**config.mk**
```make
export PLATFORM = sky130hd
export DESIGN_NAME = cosine_req_arbiter
export DESIGN_NICKNAME = d
export VERILOG_FILES = /design/src/rtl/cosine_pkg.sv /design/src/rtl/cosine_rr_pick.sv /design/src/rtl/cosine_req_arbiter.sv
export SDC_FILE = /design/constraint.sdc
export NUM_CORES = 1
export LEC_CHECK = 0
export BUFFER_PORTS_ARGS = -buffer_cell sky130_fd_sc_hd__buf_4
export CAP_MARGIN = 20
export CORE_UTILIZATION = 40
export DETAILED_ROUTE_END_ITERATION = 10
export PLACE_DENSITY = 0.79
export SYNTH_ARGS = -nofsm -noshare
export SYNTH_HDL_FRONTEND = slang
export SYNTH_HIERARCHICAL = 1
export SYNTH_SLANG_ARGS = --single-unit
export TNS_END_PERCENT = 20
```
**constraint.sdc**
```tcl
create_clock -name clk -period 1.8 [get_ports clk]
set_clock_uncertainty 0.05 [all_clocks]
set_input_delay 0.09 -clock clk [delete_from_list [all_inputs] [get_ports clk]]
set_output_delay 0.09 -clock clk [all_outputs]
set_load 0.1 [all_outputs]
```
**src/rtl/cosine_pkg.sv**
```systemverilog
// Shared types and constants for the cosine request arbiter.
// Purely declarative; no logic, no latency, no flow control.
package cosine_pkg;

  localparam int COS_W = 32;
  localparam logic [COS_W-1:0] COS_ONE = 32'h8000_0000;

  typedef enum logic [1:0] {
    ST_IDLE = 2'd0,
    ST_WAIT = 2'd1,
    ST_RESP = 2'd2
  } state_t;

  function automatic int cnt_w(input int lat);
    return $clog2(lat + 1);
  endfunction

endpackage

```
**src/rtl/cosine_rr_pick.sv**
```systemverilog
// Combinational round-robin picker: first set req bit at or after ptr, wrapping.
// Zero latency; no backpressure (pure function of req and ptr).
module cosine_rr_pick
  import cosine_pkg::*;
#(
  parameter int N_REQ = 4,
  parameter int PTR_W = 2
) (
  input  logic [N_REQ-1:0] req,
  input  logic [PTR_W-1:0] ptr,
  output logic [N_REQ-1:0] gnt,
  output logic [PTR_W-1:0] idx,
  output logic             any
);

  logic [N_REQ-1:0] rot;
  int               k;

  always_comb begin
    // rot[j] is the request at position ptr+j (mod N_REQ)
    rot = N_REQ'({req, req} >> ptr);
    any = 1'b0;
    k   = 0;
    for (int j = 0; j < N_REQ; j++) begin
      if (!any && rot[j]) begin
        any = 1'b1;
        k   = int'(ptr) + j;
      end
    end
    if (k >= N_REQ) k = k - N_REQ;
    idx = PTR_W'(k);
    gnt = '0;
    for (int i = 0; i < N_REQ; i++) begin
      gnt[i] = any && (idx == PTR_W'(i));
    end
  end

endmodule

```
**src/rtl/cosine_req_arbiter.sv**
```systemverilog
// Round-robin share of one cosine core; response CORE_LAT+1 cycles after accept, held until resp_ready.
// One request in flight; req_ready only in IDLE. COSINE_ARB_ZERO_BYPASS_EN answers +/-0 in one cycle.
module cosine_req_arbiter
  import cosine_pkg::*;
#(
  parameter int N_REQ    = 4,
  parameter int CORE_LAT = 4
) (
  input  logic                   clk,
  input  logic                   reset_n,
  input  logic [N_REQ-1:0]       req_valid,
  input  logic [COS_W*N_REQ-1:0] req_theta,
  output logic [N_REQ-1:0]       req_ready,
  output logic [N_REQ-1:0]       resp_valid,
  input  logic [N_REQ-1:0]       resp_ready,
  output logic [COS_W-1:0]       resp_result,
  output logic [COS_W-1:0]       core_theta,
  input  logic [COS_W-1:0]       core_result,
  output logic                   busy
);

  localparam int PTR_W = (N_REQ > 1) ? $clog2(N_REQ) : 1;
  localparam int CNT_W = cnt_w(CORE_LAT);

  state_t           state, state_d;
  logic [PTR_W-1:0] rr_ptr, rr_ptr_d;
  logic [PTR_W-1:0] grant, grant_d;
  logic [CNT_W-1:0] cnt, cnt_d;
  logic [COS_W-1:0] core_theta_d, resp_result_d;
  logic [N_REQ-1:0] resp_valid_d;

  logic [N_REQ-1:0] pick_gnt;
  logic [PTR_W-1:0] pick_idx;
  logic             pick_any;
  logic [COS_W-1:0] theta_sel;
  logic [N_REQ-1:0] grant_oh;
  logic [PTR_W-1:0] next_ptr;

  cosine_rr_pick #(
    .N_REQ(N_REQ),
    .PTR_W(PTR_W)
  ) u_pick (
    .req(req_valid),
    .ptr(rr_ptr),
    .gnt(pick_gnt),
    .idx(pick_idx),
    .any(pick_any)
  );

  always_comb begin
    theta_sel = '0;
    grant_oh  = '0;
    for (int i = 0; i < N_REQ; i++) begin
      if (pick_gnt[i]) theta_sel = req_theta[i*COS_W +: COS_W];
      grant_oh[i] = (grant == PTR_W'(i));
    end
  end

  assign next_ptr = (grant == PTR_W'(N_REQ - 1)) ? '0 : grant + PTR_W'(1);
  assign busy     = (state != ST_IDLE);

  always_comb begin
    state_d       = state;
    rr_ptr_d      = rr_ptr;
    grant_d       = grant;
    cnt_d         = cnt;
    core_theta_d  = core_theta;
    resp_result_d = resp_result;
    resp_valid_d  = resp_valid;
    req_ready     = '0;
    case (state)
      ST_IDLE: begin
        if (pick_any) begin
          req_ready    = pick_gnt;
          core_theta_d = theta_sel;
          grant_d      = pick_idx;
          cnt_d        = CNT_W'(CORE_LAT);
          state_d      = ST_WAIT;
`ifdef COSINE_ARB_ZERO_BYPASS_EN
          if (theta_sel[COS_W-2:0] == '0) begin
            resp_result_d = COS_ONE;
            resp_valid_d  = pick_gnt;
            state_d       = ST_RESP;
          end
`endif
        end
      end
      ST_WAIT: begin
        cnt_d = cnt - CNT_W'(1);
        // core_theta has now been stable for CORE_LAT cycles
        if (cnt == CNT_W'(1)) begin
          resp_result_d = core_result;
          resp_valid_d  = grant_oh;
          state_d       = ST_RESP;
        end
      end
      ST_RESP: begin
        if (|(resp_ready & grant_oh)) begin
          resp_valid_d = '0;
          rr_ptr_d     = next_ptr;
          state_d      = ST_IDLE;
        end
      end
      default: state_d = ST_IDLE;
    endcase
    // keep the accept strobe low while reset is asserted
    if (!reset_n) req_ready = '0;
  end

  always_ff @(posedge clk or negedge reset_n) begin
    if (!reset_n) begin
      state       <= ST_IDLE;
      rr_ptr      <= '0;
      grant       <= '0;
      cnt         <= '0;
      core_theta  <= '0;
      resp_result <= '0;
      resp_valid  <= '0;
    end else begin
      state       <= state_d;
      rr_ptr      <= rr_ptr_d;
      grant       <= grant_d;
      cnt         <= cnt_d;
      core_theta  <= core_theta_d;
      resp_result <= resp_result_d;
      resp_valid  <= resp_valid_d;
    end
  end

endmodule

```
==> impl_metrics.ini <==
[global_routing]
antenna_found_initial = 0
grt_usage_pct = 28.3
grt_pass1_vias = 4998
grt_max_degree = 51
grt_pass1_wl_mm = 24.6
overflow = 0

[floorplanning]
start_util_pct = 41.6
die_area_um2 = 11200
floorplan.rows = 37
die_h_um = 106
core_um2 = 10400
pin_count = 243
die_w_um = 106

[critical_path]
endpoint_kind = output port
cp.required_ns = 1.66
path_class = register to output port
reg2reg_from = rr_ptr[1]
r2r_slack_ns = -0.27
r2r-end = core_theta[5]
cp.arrival_ns = 1.95
reg2reg_depth = 11
crit_fanout = 4
crit_path_start_kind = register

[clock_tree]
tritoncts = built
clock-sinks = 77
clock_path_buffers = 2
root_buffer = clkbuf_8
clk_pin_slew_worst_paths_ns = 0.08
insertion_delay_ns = 0.35
cts_inserted_buffers = 9
cts_max_level = 3

[final_layout]
multiInputGateArea_um2 = 2290
n_antenna_cell = 0
drive_above_1_share_pct = 52.7
regArea_um2 = 1930
nets = 956
syn_to_final_growth_pct = 82.9
n_fill_cell = 690

[place]
gp_congestion = 0.975
place_ws_ns = -0.622
dp_hpwl_mm = 10.6
io_buffers = 242

[detailed_routing]
drt.antenna.violating_nets = 0
maxUsedRoutingLayer = met4
first_pass_iters = 5
wl_mm = 17.5
drtIter0Drc = 364
vias = 4977
viasPerCell = 5.43
drc = 0
wl_met2_mm = 9.22
post_drt_wl_per_cell_um = 19.1
met3WireLength_um = 973
drt-met1-wl_mm = 6.39

[power_and_ir_drop]
total_power_mw = 17.0
p_leak_nw = 3.80
powerDensity_nw_per_um2 = 2150
ir_drop_v = 0.00186

[synth]
synth_edf_count = 0
yosysTopAreaCell = dfrtp_1
netlist_top_cells_area = dfrtp_1 45%, mux2_2 9.4%, a211o_1 6.1%
yosysWarnings = 6
yosysSeqAreaShare_pct = 44.7
synth_nets = 615
synth_ff_type = dfrtp_1
synth_top_area_share_pct = 44.7
ys_async_sr_fraction_pct = 100
synth.cell_area_um2 = 4310
ys_seq_elements = 77
postSynthAreaPerCell_um2 = 9.93
synth_common_cells = 77 x dfrtp_1, 43 x inv_1, 39 x nand2_1, 38 x nor2_1, 36 x mux2_2
synth_most_common_cell = dfrtp_1
syn_inst = 434
ys_types = 39

[timing]
hold_viol = 0
whs_ns = 0.0361
worst_slack_ns = -0.288
fmax_mhz = 479
fin_crit_sh_pct = 116
slew_violations = 0
slew_headroom_pct = 71.6
setup_viol = 36
layout_min_cycle_time_ns = 2.09
rsz0062_at_grt = yes
worst_pin_slew_ns = 0.426

[hold_path]
min_to = core_theta[4]
hold_depth = 3
hp-class = primary input to register
hold_start = req_theta[100]

[run_status]
violations = setup timing
outcome = finished with violations

[flow_run]
max-cap-violations = 0
[layer usage]
metal | vias up | GRT usage (%)
met2 | 238 | 52.4
met3 | 71 | 3.59
met5 | - | 0
li1 | 2252 | -
met4 | 0 | 15.6
met1 | 2416 | 31.2
[worst max path at each step]
stage,start,to,slack [ns],cells after the start
floorplan,state[1],state[0],-0.21,5
global route,rr_ptr[1],req_ready[2],-0.34,8
detailed placement,rr_ptr[0],core_theta[14],-0.62,7
global placement,rr_ptr[0],core_theta[15],-0.49,7
finish,rr_ptr[1],req_ready[2],-0.29,8
CTS,rr_ptr[1],req_ready[2],-0.28,8
[critical path, stage by stage (launching register included)]
cell      delay, ns
dfrtp_2        0.44
buf_6          0.13
and2b_2        0.22
o21bai_4       0.06
a21boi_4       0.15
buf_12         0.12
buf_4          0.10
and3_4         0.19
buf_12         0.17
[registers in the layout, summed over array words and instances, names as in the netlist]
register / count
core_theta: 32
resp_result: 32
resp_valid: 4
cnt: 3
grant: 2
rr_ptr: 2
state: 2
[cell families after synthesis]
family	Yosys count	share of synthesized area (%)
mux	37	9.64
compound gates	133	23.6
simple gates	95	9.47
xor+xnor	1	0.203
fa+ha+maj	11	3.19
flops	77	44.7
buf+inv	80	9.20
[repair_timing]
| item | CTS | global route |
|---|---|---|
| gates resized for setup | 39 | 32 |
| hold buffers | 63 | 1 |
| setup buffers | 12 | 15 |
| pin swaps | 20 | 9 |
| gates cloned | 1 | 2 |
| endpoints found under the hold margin | 139 | 1 |
| setup endpoints to repair | 36 | 38 |
[area by class of cell]
cell class	count	share of cell area, %
inverters	43	2.10
flip-flops and latches	77	24.5
well taps	136	2.16
repair buffers	366	39.9
clock buffers	9	1.57
multi-input cells	278	29.0
clock inverters	7	0.730
[stage by stage]
| step | cell area (um^2) | cells | util, % | TNS (ns) |
|---|---|---|---|---|
| detailed placement | 6420 | 806 | 61.9 | -18.14 |
| global placement | 6420 | 806 | 61.9 | -14.44 |
| global route | 7880 | 916 | 76.0 | -10.37 |
| finish | 7880 | 916 | 76.0 | -7.83 |
| CTS | 7550 | 898 | 72.9 | -7.12 |
| floorplan | 4360 | 434 | - | -1.89 |
[report_power, final]
part           internal, mW  total (mW)  switching, mW
Sequential             2.63        3.23          0.594
Clock                 0.517        1.24          0.726
Combinational          3.71        12.5           8.77
[cell usage in the layout (no fill, tap or decap), types with 3 or more instances in the layout]
cell type / Yosys / routed
a211o_1: 30 / 30
a21oi_1: 12 / 9
a221oi_2: 3 / 27
a22o_1: 5 / 5
a31oi_1: 30 / 30
buf_12: 0 / 14
buf_4: 0 / 277
buf_6: 6 / 8
clkbuf_8: 3 / 9
clkinvlp_4: 0 / 3
dfrtp_1: 77 / 75
dlygate4sd3_1: 0 / 64
ha_1: 11 / 8
inv_1: 43 / 40
mux2_2: 36 / 36
nand2_1: 39 / 39
nand3_1: 5 / 4
nor2_1: 38 / 38
o21ai_0: 12 / 9
Note: power is estimated with default switching activity, not from simulation.
